--- src/rtl/paper_trace_monitor.sv ---
// Passive trace monitor for the paperProcessor status outputs: timestamps each
// change of {registerCount, programCount, stateCount}, checks stateCount sequencing, buffers in a FIFO.
module paper_trace_monitor #(
  parameter int DEPTH = 8,
  parameter int TS_W  = 8
) (
  input  logic                     clk,
  input  logic                     reset,
  input  logic                     clk_en,
  input  logic [2:0]               registerCount,
  input  logic [1:0]               programCount,
  input  logic [1:0]               stateCount,
  output logic                     trace_valid,
  input  logic                     trace_ready,
  output logic [TS_W+6:0]          trace_data,
  output logic [$clog2(DEPTH):0]   trace_count,
  output logic                     overflow,
  output logic [7:0]               drop_count,
  output logic                     seq_error,
  output logic [13:0]              err_snapshot
);

  localparam int AW = $clog2(DEPTH);
  localparam int RW = TS_W + 7;

  logic [RW-1:0]   mem [DEPTH];
  logic [AW-1:0]   wr_ptr;
  logic [AW-1:0]   rd_ptr;
  logic [AW:0]     count;
  logic [TS_W-1:0] ts;
  logic            primed;
  logic [6:0]      prev;
  logic [6:0]      cur;

  logic push, pop, full, do_write, do_drop, illegal;

  assign cur      = {registerCount, programCount, stateCount};
  assign push     = clk_en && (!primed || (cur != prev));
  assign pop      = (count != '0) && trace_ready;
  assign full     = (count == (AW+1)'(DEPTH));
  // A pop in the same cycle frees the slot, so a full FIFO still accepts the push.
  assign do_write = push && (!full || pop);
  assign do_drop  = push && full && !pop;
  assign illegal  = clk_en && primed && (cur[1:0] != prev[1:0]) &&
                    (cur[1:0] != prev[1:0] + 2'd1);

  always_ff @(posedge clk) begin
    if (do_write) mem[wr_ptr] <= {ts, cur};
  end

  always_ff @(posedge clk or posedge reset) begin
    if (reset) begin
      wr_ptr       <= '0;
      rd_ptr       <= '0;
      count        <= '0;
      ts           <= '0;
      primed       <= 1'b0;
      prev         <= '0;
      overflow     <= 1'b0;
      drop_count   <= '0;
      seq_error    <= 1'b0;
      err_snapshot <= '0;
    end else begin
      if (do_write) wr_ptr <= wr_ptr + AW'(1);
      if (pop)      rd_ptr <= rd_ptr + AW'(1);
      count <= count + {{AW{1'b0}}, do_write} - {{AW{1'b0}}, pop};
      if (clk_en) begin
        ts     <= ts + TS_W'(1);
        primed <= 1'b1;
        prev   <= cur;
      end
      if (do_drop) begin
        overflow <= 1'b1;
        if (drop_count != 8'hFF) drop_count <= drop_count + 8'd1;
      end
      if (illegal) begin
        seq_error <= 1'b1;
        // Only the first offending transition is kept for post-mortem.
        if (!seq_error) err_snapshot <= {prev, cur};
      end
    end
  end

  assign trace_valid = (count != '0);
  assign trace_data  = trace_valid ? mem[rd_ptr] : '0;
  assign trace_count = count;

endmodule

--- config.mk ---
export PLATFORM = sky130hd
export DESIGN_NAME = paper_trace_monitor
export DESIGN_NICKNAME = d
export VERILOG_FILES = /design/src/rtl/paper_trace_monitor.sv
export SDC_FILE = /design/constraint.sdc
export NUM_CORES = 1
export LEC_CHECK = 0
export CORE_UTILIZATION = 60
export DETAILED_ROUTE_END_ITERATION = 8
export PLACE_DENSITY = 0.88
export SLEW_MARGIN = 20
export SYNTH_ARGS = -nofsm -noshare
export SYNTH_HDL_FRONTEND = slang
export SYNTH_SLANG_ARGS = --single-unit
--- constraint.sdc ---
create_clock -name clk -period 5.7 [get_ports clk]
set_input_delay 0.57 -clock clk [delete_from_list [all_inputs] [get_ports clk]]
set_output_delay 0.57 -clock clk [all_outputs]
set_load 0.005 [all_outputs]
==> results.ini <==
[run_status]
status=finished, final reports clean

[sta]
setup_viol=0
maxSlewViolCount=0
worstMarginPinSlew_ns=1.01
tns_ns=0
clock_skew_ns=0.00533
hold_viol_final=0
rsz0062_at_grt=no
fmax_mhz=310
period_share=0.566
period_minus_slack_ns=3.23
slew_headroom=0.325

[power]
power_density_mw_per_mm2=526
ir_drop_uv=345
finalPower_mw=4.32
leakage_nw=2.98

[final_layout]
stdcell_area_sq_mm=0.00821
final_layout_size_suffix_gt1_frac=0.243
utilization=0.745
final_common_cell=edfxtp_1
stdcell_count=593
layout_common_cells=120 x edfxtp_1, 54 x clkdlybuf4s50_1, 49 x dfrtp_1, 30 x mux4_2, 26 x mux2_2
n_antenna_cell=0
area_delta_synth_final_pct=19.3
final_nets=462

[logic_synthesis]
synth.cell_area_sq_mm=0.00688
yosysWarnings=0
syn_area_per_cell_sq_um=18.4
ys_ff_latch=170
seq_area_frac_synth=0.705
synth_cells=375
syn-num-nets=396
synth_cell_type_count=37

[clock_network]
post_cts_resize_count=0
cts_tree=done
clock-sinks=170
clk_pin_slew_worst_paths_ns=0.06
post_cts_buffers=0
cts_buffers=17
htree_levels=4
cts_hold_buf=0
cts_root_buf=clkbuf_16
clkLatencyLatePin_ns=0.42
clock_path_buffers=2

[setup_path]
cpPeakStageDelay_ns=0.85
cp.buffers_inverters=1
worstPathCellList=mux4_2, mux2i_1, nor2_1, clkdlybuf4s50_1
crit_type=reg -> out
cp_max_fo=32
critical_path.endpoint_type=output port
crit_path_start_kind=flip-flop
crit_slowest_cell=dfrtp_4
cp.required_ns=5.13
cpLargestDelayFamily=flip-flops
cp.arrival_ns=2.66

[grt]
grt_max_degree=51
grt_overflow=0
track_usage=0.255
grt_pass1_vias=3727
grt_pass1_wl_um=20900
antenna_found_initial=0

[routing]
drt-initial-drc-count=293
wl_per_cell_um=22.9
avgViaCountPerCell=6.10
wirelength_um=13600
drc=0
drtAntennaViolNets=0
dr.pass1.iters=4
vias=3618

[floorplanning]
dieArea_sq_mm=0.0119
std_cell_rows=38
coreArea_sq_mm=0.0110
die_h_um=109
boundaryPins=55
die_w_um=109
initial_core_util=0.624

[placed_design]
dpl_cell_area_sq_mm=0.00764
post-dp-hpwl_um=7890
gp_congestion=0.799
portBuffers=54
dp.cells=562

[hold_path]
holdCritPathClass=reg -> reg

[flow_run]
drv_cap=0

[final timing paths]
check | cells after the start | slack (ns) | from | end
max in group asynchronous | 2 | 4.43 | reset | rd_ptr[0]
hold / removal | 1 | 0.51 | primed | primed
hold reg to reg | 1 | 0.51 | primed | primed
setup reg to reg | 10 | 2.76 | trace_count[2] | trace_count[2]
min in group asynchronous | 2 | 0.66 | reset | err_snapshot[0]
setup / recovery | 4 | 2.47 | rd_ptr[0] | trace_data[5]
[cell usage after synthesis (all sizes together)]
cell / count / area [sq um]
edfxtp: 120 / 3600
dfrtp: 50 / 1250
mux4: 30 / 676
mux2: 27 / 308
nor2: 21 / 78.8
xnor2: 18 / 158
mux2i: 15 / 150
buf: 9 / 55.1
ha: 9 / 113
nand2: 9 / 33.8
nand4: 8 / 50.1
xor2: 8 / 70.1
clkbuf: 7 / 26.3
inv: 7 / 26.3
and3: 5 / 36.3
nand3: 5 / 37.5
nor4b: 4 / 35.0
a21o: 2 / 15.0
and4: 2 / 17.5
nand2b: 2 / 12.5
nor2b: 2 / 12.5
nor3: 2 / 10.0
nor4: 2 / 12.5
o21ai: 2 / 10.0
or2: 2 / 12.5
a211oi: 1 / 12.5
a21oi: 1 / 5.00
a31o: 1 / 8.76
and2: 1 / 6.26
fa: 1 / 20.0
or3b: 1 / 8.76
or4: 1 / 11.3
[state kept, by name (all words and copies together), names as in the netlist]
signal and cells:
drop_count 8, err_snapshot 14, mem 120, overflow 1, prev 7, primed 1, rd_ptr 3, seq_error 1
trace_count 4, ts 8, wr_ptr 3
[cells by family (layout without fill, tap and decap cells)]
family,after synthesis,count (layout),share of synthesized area
DFF,170,170,0.705
muxes,72,72,0.165
and+or+nand+nor,67,67,0.0545
xor gates and xnor gates,26,26,0.0331
buffers and inverters,23,101,0.0156
adders and majority gates,10,10,0.0193
AOI/OAI and AO/OA,7,7,0.00745
[where the power goes]
group / internal, mW / switching, mW
sequential: 1.65 / 0.302
clock: 0.682 / 0.441
combinational: 0.751 / 0.490
[cell type report]
cell class,instances,area [sq um]
flip-flops and latches,170,4860
clock inverters,9,124
repair buffers,63,608
well taps,140,175
fillers,626,2820
multi-input cells,182,1980
inverters,7,27.5
clock buffers,22,444
[per-stage QoR]
stage	hold WS, ns	setup WS (ns)
after floorplan	0.461	2.35
after global placement	0.475	2.27
after detailed placement	0.486	2.16
after CTS	0.503	2.11
after global routing	0.523	2.29
final	0.509	2.47
[routing by layer]
metal / vias to the layer above / wire [um] / global-route usage
li1: 1578 / - / -
met3: 16 / 870 / 0.0711
met1: 1869 / 5350 / 0.327
met4: 0 / 140 / 0.0753
met5: - / 0 / 0
met2: 155 / 7210 / 0.426
Note: power is estimated with default switching activity, not from simulation.
